**src/rtl/qmem_arbiter.sv**
```systemverilog
// qmem_arbiter: merges MN qmem initiators onto one qmem slave port.
// Round-robin arbitration with a registered grant that is held for the
// whole transfer, plus an optional watchdog for slaves that never answer.
module qmem_arbiter #(
  parameter int QAW = 32,
  parameter int QDW = 32,
  parameter int QSW = QDW/8,
  parameter int MN  = 2,
  parameter int TO  = 0
) (
  input  logic              clk,
  input  logic              rst,
  input  logic [MN-1:0]     qm_cs,
  input  logic [MN-1:0]     qm_we,
  input  logic [MN*QAW-1:0] qm_adr,
  input  logic [MN*QSW-1:0] qm_sel,
  input  logic [MN*QDW-1:0] qm_dat_w,
  output logic [MN*QDW-1:0] qm_dat_r,
  output logic [MN-1:0]     qm_ack,
  output logic [MN-1:0]     qm_err,
  output logic              qs_cs,
  output logic              qs_we,
  output logic [QAW-1:0]    qs_adr,
  output logic [QSW-1:0]    qs_sel,
  output logic [QDW-1:0]    qs_dat_w,
  input  logic [QDW-1:0]    qs_dat_r,
  input  logic              qs_ack,
  input  logic              qs_err,
  output logic [MN-1:0]     gnt
);

  typedef enum logic {IDLE, GRANT} state_t;

  localparam int             IW      = (MN > 1) ? $clog2(MN) : 1;
  localparam logic [IW-1:0]  PTR_RST = IW'(MN - 1);
  // Watchdog fires in the cycle where the counter reaches TO-1.
  localparam logic [7:0]     TO_LAST = (TO > 0) ? 8'(TO - 1) : 8'd0;

  state_t          state_q, state_d;
  logic [IW-1:0]   gidx_q, gidx_d;
  logic [IW-1:0]   ptr_q, ptr_d;
  logic [7:0]      wdog_q, wdog_d;

  logic [QAW-1:0]  adr_s [MN];
  logic [QSW-1:0]  sel_s [MN];
  logic [QDW-1:0]  dat_s [MN];

  logic [IW-1:0]   winner;
  logic            any_req;
  logic            in_grant;
  logic            cs_g;
  logic            wdog_hit;

  // Unpack the flat master buses into per-master slices; read data fans out.
  generate
    for (genvar gi = 0; gi < MN; gi++) begin : g_slice
      assign adr_s[gi] = qm_adr[QAW*gi +: QAW];
      assign sel_s[gi] = qm_sel[QSW*gi +: QSW];
      assign dat_s[gi] = qm_dat_w[QDW*gi +: QDW];
      assign qm_dat_r[QDW*gi +: QDW] = qs_dat_r;
    end
  endgenerate

  assign in_grant = (state_q == GRANT);
  assign cs_g     = qm_cs[gidx_q];
  assign wdog_hit = (TO > 0) && in_grant && cs_g && (wdog_q == TO_LAST);

  // Round-robin search: first requester starting just after the last winner.
  always_comb begin
    int idx;
    idx     = 0;
    winner  = ptr_q;
    any_req = 1'b0;
    for (int k = 1; k <= MN; k++) begin
      idx = int'(ptr_q) + k;
      if (idx >= MN) idx = idx - MN;
      if (!any_req && qm_cs[idx]) begin
        winner  = IW'(idx);
        any_req = 1'b1;
      end
    end
  end

  // Slave-side mux and per-master response steering from the held grant.
  always_comb begin
    gnt    = '0;
    qm_ack = '0;
    qm_err = '0;
    if (in_grant) begin
      gnt[gidx_q]    = 1'b1;
      qm_ack[gidx_q] = qs_ack & cs_g & ~wdog_hit;
      qm_err[gidx_q] = cs_g & (qs_err | wdog_hit);
    end
    qs_cs    = in_grant & cs_g & ~wdog_hit;
    qs_we    = qm_we[gidx_q];
    qs_adr   = adr_s[gidx_q];
    qs_sel   = sel_s[gidx_q];
    qs_dat_w = dat_s[gidx_q];
  end

  // Next-state logic: grant on any request, release on ack/err/abort/timeout.
  always_comb begin
    state_d = state_q;
    gidx_d  = gidx_q;
    ptr_d   = ptr_q;
    wdog_d  = wdog_q;
    case (state_q)
      IDLE: begin
        if (any_req) begin
          gidx_d  = winner;
          ptr_d   = winner;
          wdog_d  = 8'd0;
          state_d = GRANT;
        end
      end
      GRANT: begin
        if (!cs_g || qs_ack || qs_err || wdog_hit) begin
          state_d = IDLE;
        end else if (wdog_q != 8'hFF) begin
          wdog_d = wdog_q + 8'd1;
        end
      end
      default: state_d = IDLE;
    endcase
  end

  // Arbiter state registers; reset silently drops any transfer in flight.
  always_ff @(posedge clk) begin
    if (rst) begin
      state_q <= IDLE;
      gidx_q  <= '0;
      ptr_q   <= PTR_RST;
      wdog_q  <= 8'd0;
    end else begin
      state_q <= state_d;
      gidx_q  <= gidx_d;
      ptr_q   <= ptr_d;
      wdog_q  <= wdog_d;
    end
  end

endmodule

```
**config.mk**
```make
export PLATFORM = sky130hd
export DESIGN_NAME = qmem_arbiter
export DESIGN_NICKNAME = d
export VERILOG_FILES = /design/src/rtl/qmem_arbiter.sv
export SDC_FILE = /design/constraint.sdc
export NUM_CORES = 1
export LEC_CHECK = 0
export ABC_AREA = 1
export ABC_CLOCK_PERIOD_IN_PS = 1410
export BUFFER_PORTS_ARGS = -buffer_cell sky130_fd_sc_hd__buf_2
export CORE_AREA = 3 3 122 124
export DETAILED_ROUTE_END_ITERATION = 10
export DIE_AREA = 0 0 125 127
export GPL_ROUTABILITY_DRIVEN = 0
export HOLD_SLACK_MARGIN = 0.08
export PLACE_DENSITY = 0.54
export SLEW_MARGIN = 15
export SYNTH_ARGS = -nofsm -noshare
export SYNTH_HDL_FRONTEND = slang
export SYNTH_SLANG_ARGS = --single-unit
```
**constraint.sdc**
```tcl
create_clock -name clk -period 1.41 [get_ports clk]
set_clock_uncertainty 0.1 [all_clocks]
set_input_delay 0.282 -clock clk [delete_from_list [all_inputs] [get_ports clk]]
set_output_delay 0.282 -clock clk [all_outputs]
set_load 0.02 [all_outputs]
```
# Yosys cells after proc, flatten, opt, wreduce, memory -nomap -nowiden
# Index checks and enable logic that the tools add are counted.
classes:
  add_sub_neg: 4
  n_bitwise: 7
  muxes: 33
  reduce_logical: 7
  magnitude_cmp: 7
op_table:
  columns: ["op", "count"]
  rows:
  - ["two-way mux 32 bit", 8]
  - ["< comparator 32 x 3 -> 1 bit, second input constant", 2]
  - ["two-way mux 1 bit", 17]
  - ["two-way mux 4 bit", 3]
  - ["two-way mux 2 bit", 3]
  - ["AND 2 bit", 2]
  - [">= comparator 2 bit, second input constant", 2]
  - ["subtractor 3 x 2 -> 4 bit, second input constant", 1]
  - ["adder 1 x 2 -> 3 bit, second input constant", 1]
  - ["AND 1 bit", 3]
  - [">= comparator 3 x 2 -> 1 bit, second input constant", 1]
  - ["subtractor 2 x 2 -> 3 bit, second input constant", 1]
  - ["adder 1 x 1 -> 2 bit, second input constant", 1]
  - ["logical AND 1 bit", 2]
  - ["logical NOT 1 bit", 2]
  - ["logical OR 1 bit", 2]
  - ["< comparator 1 x 2 -> 1 bit, second input constant", 1]
  - ["NOT 1 -> 2 bit", 1]
  - ["case mux 1 bit (2 select lines)", 1]
  - ["AND reduction 2 bit", 1]
  - ["demux 1 bit (select 1 bit)", 1]
  - [">= comparator 1 bit, second input constant", 1]
  - ["NOT 1 bit", 1]
totals:
  out_inout_bits: 140
  regBits: 3

# Longest topological paths before layout
# Gate-level depths: netlist (run 1).
logic_depth:
  word_depth: 12
  ltp_mapped: 5
  depth_no_buf: 5

# Worst setup path after synthesis (run 1)
# No wires, ideal clock.
synth_timing:
  path_kind: "flip-flop to output port"
  startpoint: "register gidx_q"
  endpoint: "output port qm_ack[0]"
  path_slack_ps: -46
  stages_incl_launch_ff: 6
  required_time_ps: 1028
  arrival_time_ps: 1074
  path_cell_list: "dfxtp_1 -> inv_2 -> nand2_1 -> nand2_1 -> nand2_1 -> nor3_1"
synth_via:
  elab_chain_len: 6
  word_cells_on_any_way: 10
  classes_between: "2 x order compare; 5 x mux; 2 x bitwise; 1 x reduce/logical"
synth_lines:
  columns: ["element", "line_no", "rtl"]
  rows:
  - ["start, declared", "40", "logic [IW-1:0] gidx_q, gidx_d;"]
  - ["start signal, assigned", "136", "gidx_q <= gidx_d;"]
  - ["< comparator 1 x 2 -> 1 bit (implied by the code) or >= comparator 1 bit (tied branches)", "91", "qm_ack[gidx_q] = qs_ack & cs_g & ~wdog_hit;"]
  - ["logical AND 1 bit (implied by the code)", "91", null]
  - ["two-way mux 1 bit (implied by the code)", "91", null]
  - ["demux 1 bit (select 1 bit)", "91", null]
  - ["AND 2 bit (no line) *", null, null]
  - ["two-way mux 2 bit *", "89", "if (in_grant) begin"]
  - ["end, declared", "19", "output logic [MN-1:0] qm_ack,"]
# Every way passes the cells marked *; elsewhere a longest branch is shown, timed or not. The select of a mux whose other input is x is not followed.

# Final worst setup path (run 1)
layout_timing:
  startpoint: "register gidx_q"
  endpoint: "output port qs_adr[21]"
layout_via:
  elab_chain_len: 4
layout_lines:
  columns: ["element", "line_no", "rtl"]
  rows:
  - ["NOT 1 -> 2 bit (implied by the code)", "96", "qs_adr = adr_s[gidx_q];"]
  - ["two-way mux 32 bit (implied by the code) (3 in series)", "96", null]
  - ["end, declared", "23", "output logic [QAW-1:0] qs_adr,"]
# No other way between the ends. The select of a mux whose other input is x is not followed.

==> flow_summary.yaml, run 1 <==
timing:
  finalSetupViolCount: 75
  achievable-frequency_mhz: 621.3
  max_slew_margin_pct: 78.02
  rsz0062_at_grt: "yes"
  final_worst_path_period_share_pct: 114.1
  fin_max_slew_vios: 0
  worst-slew-pin-transition_ns: 0.3262
  final.setup.worst_slack_ns: -0.1995
  post-route-min-period_ns: 1.609
  hold_violations: 0
clock_tree:
  cts_sinks: 3
  clock_tree.buffer_depth: 2
  worstSkewPairLatency_ns: 0.22
  clk_pin_slew_ns: 0.03
  cts_hold_buf: 0
  maximum_level_of_the_cts_h_tree: 1
  clock-root-buffer: "clkbuf_16"
  tritoncts.num_buffers: 3
  tritoncts: "built"
job:
  max_cap_violations: 0
die:
  floorplan.die_area_um2: 15880
  initial_core_util_pct: 10.85
  die-width_um: 125
  core_area_um2: 13880
  num_io_pins: 316
  floorplan.die.height_um: 127
  core.rowCount: 43
layout:
  register_area_um2: 63.81
  antenna_cells_inserted: 0
  final_cell_mix: "174 x nand2_1, 145 x buf_2, 57 x buf_6"
  fill_cells: 1594
  finish.net_count: 652
  final_layout_size_suffix_gt1_share_pct: 60.42
  layout_commonest_cell: "nand2_1"
  final_util_pct: 23.22
  syn2layout_area_growth_pct: 114.0
  multi_input_area_um2: 1044
synth:
  synthDominantAreaCellType: "nand2_1"
  dominantRegCellSynth: "dfxtp_1"
  synthTopCellsByArea: "nand2_1 54%, buf_4 34%, dfxtp_1 4.0%, clkbuf_1 1.5%, a21oi_1 1.3%"
  synthesis.yosys.warnings: 0
  syn-cell-area_um2: 1506
  syn-mean-instance-area_um2: 4.798
  synth_largest_type_area_fraction_pct: 53.82
  postSynthCellCount: 314
  number_of_flip_flops_and_latches_in_the_synthesized_netlist: 3
  share_of_synthesized_area_occupied_by_flip_flops_and_latches_pct: 3.987
  synthDistinctLibCells: 13
  synth-async-reset-ratio_pct: 0
  synthesis.nets: 490
  synth_edf_count: 0
critical_path:
  worstSetupPathType: "flop to primary output"
  setup.worst_path.start_class: "flop"
  path_max_fanout: 7
  worst_setup_path_end_kind: "primary output"
  arrival_ns: 1.23
  critPathRequiredTime_ns: 1.03
detailed_routing:
  routed_wire_length_per_instance_um: 12.37
  dr.pass1.iters: 4
  antenna_violating_nets_post_route: 0
  detail_routed_via_count_per_cell: 3.603
  detail_route.drc_violations: 0
  initialDrtViolationCount: 48
  routed-via-count: 2360
  postRouteWirelength_mm: 8.101
global_route:
  globalRoute.totalOverflow: 0
  grt_antenna_before_repair: 0
  via_count_of_the_first_global_routing_pass: 2273
  grt.total_usage_pct: 9.411
  grt_start_max_net_pins: 42
  grt_pass1_wl_mm: 11.70
placed_design:
  hpwlAfterDp_mm: 6.130
  place.port_buffers: 219
  placement.setup.worst_slack_ns: -0.007138
power_and_ir_drop:
  powerDensity_nw_per_um2: 606.3
  power.leakage_nw: 1.935
  ir_drop_v: 0.0002679
outcome:
  outcome: "finished, violations left"
  violations: "setup timing"
hold_path:
  hold_path.class: "primary input to flop"
[worst max-delay path, cell delays in order, from the launching register on]
cell	delay, ns
dfxtp_4	0.39
buf_12	0.18
buf_12	0.15
nand2_1	0.06
nand2_1	0.08
buf_4	0.14
[logic make-up after synthesis]
kind of cell           count (synthesis)  share of synthesized area (%)
AOI/OAI and AO/OA                      5                          1.661
buffers and inverters                 82                          38.21
DFF                                    3                          3.987
and+or+nand+nor                      224                          56.15
[synthesized netlist by cell type, types with 2 or more instances]
cell type,n
clkbuf_1,6
inv_1,2
nand3_1,2
nor3_1,2
a21oi_1,4
nand2_1,216
buf_2,4
buf_4,68
nor2_1,4
dfxtp_1,3
[path summary, 6_finish.rpt]
check                                          from                  end  slack [ns]  depth (start not counted)
worst max-delay path            gidx_q$_SDFFE_PP0P_           qs_adr[21]       -0.20                          5
worst min-delay path                            rst  gidx_q$_SDFFE_PP0P_        0.14                          2
worst max register to register  gidx_q$_SDFFE_PP0P_  gidx_q$_SDFFE_PP0P_        0.22                          5
worst min register to register   ptr_q$_SDFFE_PP1P_   ptr_q$_SDFFE_PP1P_        0.36                          2
[flip-flops by register name (all words and copies together) (netlist names)]
register / flops
ptr_q: 1
in_grant: 1
gidx_q: 1
[metal layers]
| layer | GRT usage, % | wire length [um] | vias up |
|---|---|---|---|
| li1 | - | - | 1196 |
| met1 | 9.805 | 2862 | 975 |
| met2 | 16.51 | 4087 | 154 |
| met3 | 3.386 | 829 | 35 |
| met4 | 5.230 | 322 | 0 |
| met5 | 0 | 0 | - |
[power by group]
group	switching (W)	internal [W]	total, W
clock	0.0000769	0.000373	0.000450
combinational	0.000707	0.000695	0.00140
sequential	0.00000898	0.0000927	0.000102
[area by class of cell]
cell class / instances / area share, %
repair buffers: 236 / 55.71
multi-input cells: 229 / 32.38
well taps: 180 / 6.988
clock buffers: 4 / 2.446
flip-flops and latches: 3 / 1.980
inverters: 3 / 0.5047
[metrics by stage]
stage	hold WS (ns)	cell area, um^2	total power [W]	TNS (ns)	std cells
floorplan	0.2511	1516	0.0009043	0	314
global placement	0.3457	2407	0.001110	-0.008666	645
detailed placement	0.3488	2407	0.001113	-0.02985	645
CTS	0.1499	2983	0.001866	-11.58	653
global route	0.1511	3223	0.002090	-15.76	655
finish	0.1434	3223	0.001954	-11.30	655
[what timing repair did]
item / CTS / global route
buffers inserted: 1 / 0
setup endpoints to repair: 76 / 76
cloned: 3 / 2
gates resized for setup: 137 / 62
pin swaps: 1 / 18
Note: power is estimated with default switching activity, not from simulation.
==> inputs of run 2 (changes only) <==
--- a/config.mk
+++ b/config.mk
@@ -9,6 +9,7 @@
 export ABC_CLOCK_PERIOD_IN_PS = 1410
 export BUFFER_PORTS_ARGS = -buffer_cell sky130_fd_sc_hd__buf_2
 export CORE_AREA = 3 3 122 124
+export CTS_BUF_LIST = sky130_fd_sc_hd__clkbuf_4 sky130_fd_sc_hd__clkbuf_8
 export DETAILED_ROUTE_END_ITERATION = 10
 export DIE_AREA = 0 0 125 127
 export GPL_ROUTABILITY_DRIVEN = 0
==> run 2 against run 1 <==
Largest power group unchanged. The run still ends with setup timing left. Non-clock buffer count stayed put. Highest routed layer unchanged. Critical path type unchanged. Clock power is 40% lower. Register-to-register slack hardly changed.
==> flow_summary.yaml, run 2 (synthesis results as in run 1) <==
detailed_routing:
  routed_wire_length_per_instance_um: 12.31
  postRouteWirelength_mm: 8.063
  routed-via-count: 2357
  antenna_violating_nets_post_route: 0
  detail_route.drc_violations: 0
  detail_routed_via_count_per_cell: 3.598
  dr.pass1.iters: 4
  initialDrtViolationCount: 52
timing:
  achievable-frequency_mhz: 624.8
  worst-slew-pin-transition_ns: 0.3287
  rsz0062_at_grt: "yes"
  setup_total_negative_slack_ns: -10.59
  fin_max_slew_vios: 0
  hold_violations: 0
  post-route-min-period_ns: 1.601
  final.setup.worst_slack_ns: -0.1905
  whs_ns: 0.1536
  final_worst_path_period_share_pct: 113.5
  max_slew_margin_pct: 77.86
  finalSetupViolCount: 75
placed_design:
  place.detailed.instances: 645
  placement.setup.worst_slack_ns: -0.007138
  place.port_buffers: 219
  hpwlAfterDp_mm: 6.130
outcome:
  outcome: "finished, violations left"
  violations: "setup timing"
die:
  core.rowCount: 43
  die-width_um: 125
  num_io_pins: 316
  floorplan.die.height_um: 127
  initial_core_util_pct: 10.85
  core_area_um2: 13880
  floorplan.die_area_um2: 15880
clock_tree:
  maximum_level_of_the_cts_h_tree: 1
  cts_sinks: 3
  tritoncts.num_buffers: 3
  clk_pin_slew_ns: 0.03
  worstSkewPairLatency_ns: 0.22
  clock-root-buffer: "clkbuf_8"
  clock_tree.buffer_depth: 2
  tritoncts: "built"
  cts_hold_buf: 0
critical_path:
  arrival_ns: 1.22
  worstSetupPathType: "flop to primary output"
  path_max_fanout: 7
  reg_to_reg_slack_setup_ns: 0.22
  setup.worst_path.start_class: "flop"
  worst_setup_path_end_kind: "primary output"
  critPathRequiredTime_ns: 1.03
layout:
  antenna_cells_inserted: 0
  final_layout_size_suffix_gt1_share_pct: 60.63
  syn2layout_area_growth_pct: 112.0
  finish.net_count: 652
  final_cell_mix: "174 x nand2_1, 145 x buf_2, 57 x buf_6"
  final_util_pct: 23.00
  layout_commonest_cell: "nand2_1"
  final_cells: 655
hold_path:
  hold_path.class: "primary input to flop"
power_and_ir_drop:
  powerDensity_nw_per_um2: 554.9
  share_seq_of_total_power_pct: 5.7
  p_clk_share_pct: 15.1
  power.leakage_nw: 1.923
  share_comb_of_total_power_pct: 79.1
  power_report.internal_total_w: 0.0009999
  p_sw_w: 0.0007720
  power.switching_fraction_pct: 43.57
  ir_drop_v: 0.0001822
job:
  max_cap_violations: 0
global_route:
  grt_start_max_net_pins: 42
  grt_pass1_wl_mm: 11.64
  via_count_of_the_first_global_routing_pass: 2260
  grt.total_usage_pct: 9.375
  grt_antenna_before_repair: 0
  globalRoute.totalOverflow: 0
run 2: cell counts in the layout (fill, tap and decap cells not counted):
Identical to the previous run, type by type.
run 2: power groups by stage:
stage	registers [W]	logic, W	clock network (W)
floorplan	0.0000983	0.000806	0
global placement	0.0000996	0.00101	0
detailed placement	0.000100	0.00101	0
CTS	0.000100	0.00131	0.000275
global route	0.000103	0.00152	0.000289
finish	0.000102	0.00140	0.000268
run 2: metrics by stage:
step / cell area [um^2] / total power, W
finish: 3193 / 0.001772
global route: 3193 / 0.001907
CTS: 2953 / 0.001682
detailed placement: 2407 / 0.001113
global placement: 2407 / 0.001110
floorplan: 1516 / 0.0009043
run 2: metal layers:
metal | up-vias | global-route usage, % | share of wire (%)
met5 | - | 0 | 0
met4 | 0 | 5.230 | 4.0
met3 | 35 | 3.386 | 10
met2 | 152 | 16.42 | 50
met1 | 973 | 9.775 | 35
li1 | 1197 | - | -
run 2: repair_timing:
action,in CTS,in global routing
buffers inserted,1,0
pin swaps,1,18
endpoints found under the setup margin,76,76
cloned,3,2
resized for setup,137,62
run 2: final cells by class:
| type | instances | area (um^2) |
|---|---|---|
| timing repair buffer | 236 | 1795 |
| fill | 1590 | 10690 |
| sequential | 3 | 63.81 |
| tap | 180 | 225.2 |
| clock buffer | 4 | 48.80 |
| multi-input combinational | 229 | 1044 |
| inverter | 3 | 16.27 |
run 2: worst paths after layout:
check                            from                  end  cells past startpoint
setup reg to reg  gidx_q$_SDFFE_PP0P_  gidx_q$_SDFFE_PP0P_                      5
hold / removal                    rst  gidx_q$_SDFFE_PP0P_                      2
hold reg to reg    ptr_q$_SDFFE_PP1P_   ptr_q$_SDFFE_PP1P_                      2
setup / recovery  gidx_q$_SDFFE_PP0P_           qs_adr[21]                      5
run 2: worst max-delay path, cell delays in order (launching register included):
cell	delay, ns
dfxtp_4	0.39
buf_12	0.18
buf_12	0.15
nand2_1	0.06
nand2_1	0.08
buf_4	0.14
==> inputs of run 3 (changes only) <==
--- a/config.mk
+++ b/config.mk
@@ -5,16 +5,15 @@
 export SDC_FILE = /design/constraint.sdc
 export NUM_CORES = 1
 export LEC_CHECK = 0
-export ABC_AREA = 1
 export ABC_CLOCK_PERIOD_IN_PS = 1410
 export BUFFER_PORTS_ARGS = -buffer_cell sky130_fd_sc_hd__buf_2
-export CORE_AREA = 3 3 122 124
+export CORE_AREA = 3 3 121 123
 export CTS_BUF_LIST = sky130_fd_sc_hd__clkbuf_4 sky130_fd_sc_hd__clkbuf_8
 export DETAILED_ROUTE_END_ITERATION = 10
-export DIE_AREA = 0 0 125 127
+export DIE_AREA = 0 0 124 126
 export GPL_ROUTABILITY_DRIVEN = 0
 export HOLD_SLACK_MARGIN = 0.08
-export PLACE_DENSITY = 0.54
+export PLACE_DENSITY = 0.55
 export SLEW_MARGIN = 15
 export SYNTH_ARGS = -nofsm -noshare
 export SYNTH_HDL_FRONTEND = slang
==> run 3 against run 2 <==
The run still ends with setup timing left. Via count shrank 21%. Design area fell by 2.7%. Wire length is 17% higher. Critical path depth decreased by 1. Largest power group unchanged. Cell count down 22%. Largest cell class unchanged. Synthesized cell count is 47% lower. Area after synthesis is 2.0% lower. Fmax shrank 8.5%.
==> flow_summary.yaml, run 3 <==
clock_tree:
  tritoncts.num_buffers: 3
  maximum_level_of_the_cts_h_tree: 1
  clk_pin_slew_ns: 0.03
  worstSkewPairLatency_ns: 0.21
  clock_tree.buffer_depth: 2
  cts_sinks: 3
  tritoncts: "built"
  cts_hold_buf: 0
  clock-root-buffer: "clkbuf_8"
die:
  floorplan.die_area_um2: 15620
  initial_core_util_pct: 10.72
  num_io_pins: 316
  floorplan.die.height_um: 126
  core.rowCount: 43
  core_area_um2: 13770
  die-width_um: 124
layout:
  layout_commonest_cell: "buf_2"
  final_layout_size_suffix_gt1_share_pct: 94.31
  final_cell_mix: "165 x buf_2, 47 x buf_6, 43 x mux2_4"
  syn2layout_area_growth_pct: 110.4
  finish.instance_area_um2: 3107
  antenna_cells_inserted: 0
  finish.net_count: 511
synth:
  synthTopCellsByArea: "mux2_2 53%, buf_4 33%, dfxtp_1 4.1%, buf_2 2.4%, nor2_1 1.5%"
  synth_most_common_cell: "mux2_2"
  dominantRegCellSynth: "dfxtp_1"
  synth_commonest_cells: "69 x mux2_2, 65 x buf_4, 7 x buf_2, 6 x nor2_1"
  synthesis.yosys.warnings: 0
  synthDistinctLibCells: 17
  number_of_flip_flops_and_latches_in_the_synthesized_netlist: 3
  syn-mean-instance-area_um2: 8.894
  synthDominantAreaCellType: "mux2_2"
  share_of_synthesized_area_occupied_by_flip_flops_and_latches_pct: 4.068
  syn-cell-area_um2: 1476
  postSynthCellCount: 166
  synth_edf_count: 0
  synth-async-reset-ratio_pct: 0
  synth_largest_type_area_fraction_pct: 52.63
  synthesis.nets: 342
timing:
  final.setup.worst_slack_ns: -0.3393
  achievable-frequency_mhz: 571.7
  rsz0062_at_grt: "yes"
  hold_violations: 0
  finalSetupViolCount: 77
  post-route-min-period_ns: 1.749
  fin_max_slew_vios: 0
  final_worst_path_period_share_pct: 124.1
  worst-slew-pin-transition_ns: 0.1918
  max_slew_margin_pct: 87.20
detailed_routing:
  routed_wire_length_per_instance_um: 18.41
  dr.pass1.iters: 4
  routed-via-count: 1855
  detail_routed_via_count_per_cell: 3.609
  initialDrtViolationCount: 24
  postRouteWirelength_mm: 9.463
  antenna_violating_nets_post_route: 0
  detail_route.drc_violations: 0
outcome:
  outcome: "finished, violations left"
  violations: "setup timing"
placed_design:
  place.port_buffers: 219
  cell_area_after_placement_um2: 2338
  hpwlAfterDp_mm: 7.536
global_route:
  globalRouteMet1Util_pct: 10.50
  globalRouteMet3Util_pct: 2.245
  grt_start_max_net_pins: 33
  globalRouteMet2Util_pct: 16.26
  via_count_of_the_first_global_routing_pass: 1767
  grt_pass1_wl_mm: 10.59
  grt.total_usage_pct: 9.172
  globalRoute.totalOverflow: 0
  grt_antenna_before_repair: 0
  grt.busiest_layer: "met2"
hold_path:
  hold_path.class: "primary input to flop"
critical_path:
  crit_family: "buffers and inverters"
  worstSetupPathType: "flop to primary output"
  critPathRequiredTime_ns: 1.03
  cp_slowest_cell: "dfxtp_4"
  worst_setup_path_end_kind: "primary output"
  critical_path.max_stage_delay_ns: 0.36
  setup.worst_path.start_class: "flop"
  crit_path_cell_trace: "buf_12, clkbuf_16, mux2_4, buf_6"
  arrival_ns: 1.37
  path_max_fanout: 7
  number_of_buffers_and_inverters_on_the_critical_path: 3
job:
  max_cap_violations: 0
power_and_ir_drop:
  power.leakage_nw: 1.605
  ir_drop_v: 0.0001494
  powerDensity_nw_per_um2: 559.9
  total_power_w: 0.001739
run 3: final cells by class:
class	count	area, um^2
fill	1523	10670
timing repair buffer	236	1688
multi-input combinational	90	1077
tap	180	225.2
sequential	3	63.81
clock buffer	4	48.80
inverter	1	3.754
run 3: worst reg2reg max path: stages (launching register included):
cell and delay [ns]:
dfxtp_4 0.35, buf_4 0.15, buf_6 0.14, nand2b_4 0.18, or3_1 0.32, a31oi_1 0.16
run 3: cell families (layout without fill, tap and decap cells):
kind of cell    Yosys count  count (layout)  share of synthesized area [%]
simple gates             16              16                          5.339
buf+inv                  73             241                          35.68
flops                     3               3                          4.068
compound gates            5               5                          2.288
mux                      69              69                          52.63
run 3: metrics by stage:
step / hold slack (ns) / worst slack (ns) / setup TNS, ns / utilization [%] / instances
2_1_floorplan: 0.2514 / -0.02381 / -1.490 / - / 166
3_3_place_gp: 0.3832 / -0.1063 / -4.250 / 16.98 / 496
3_5_place_dp: 0.3835 / -0.1179 / -5.253 / 16.98 / 496
4_1_cts: 0.1597 / -0.3393 / -21.11 / 18.97 / 501
5_1_grt: 0.1673 / -0.3683 / -24.62 / 22.56 / 514
6_report: 0.1668 / -0.3393 / -21.22 / 22.56 / 514
run 3: final timing paths:
path,slack (ns),startpoint,cells after the start,end
worst max-delay path,-0.34,gidx_q$_SDFFE_PP0P_,4,qs_adr[18]
worst min-delay path,0.17,rst,2,in_grant$_SDFF_PP0_
worst max register to register,-0.06,gidx_q$_SDFFE_PP0P_,5,in_grant$_SDFF_PP0_
worst min register to register,0.39,ptr_q$_SDFFE_PP1P_,1,ptr_q$_SDFFE_PP1P_
run 3: report_power, final:
part | internal (W) | switching [W] | total [W] | leakage, nW
sequential | 0.0000930 | 0.00000938 | 0.000102 | 0.0256
clock | 0.000211 | 0.0000511 | 0.000263 | 0.0262
combinational | 0.000757 | 0.000618 | 0.00137 | 1.55
total | 0.00106 | 0.000678 | 0.00174 | 1.61
run 3: timing repair:
item / CTS / global route
pin swaps: 0 / 1
gates cloned: 0 / 8
setup buffers: 1 / 5
endpoints found under the hold margin: 0 / 0
gates resized for setup: 66 / 85
endpoints found under the setup margin: 77 / 77
run 3: metal layers:
layer	vias to the layer above	wire length [um]
met2	140	4559
li1	842	-
met4	0	163
met5	-	0
met3	19	977
met1	854	3763
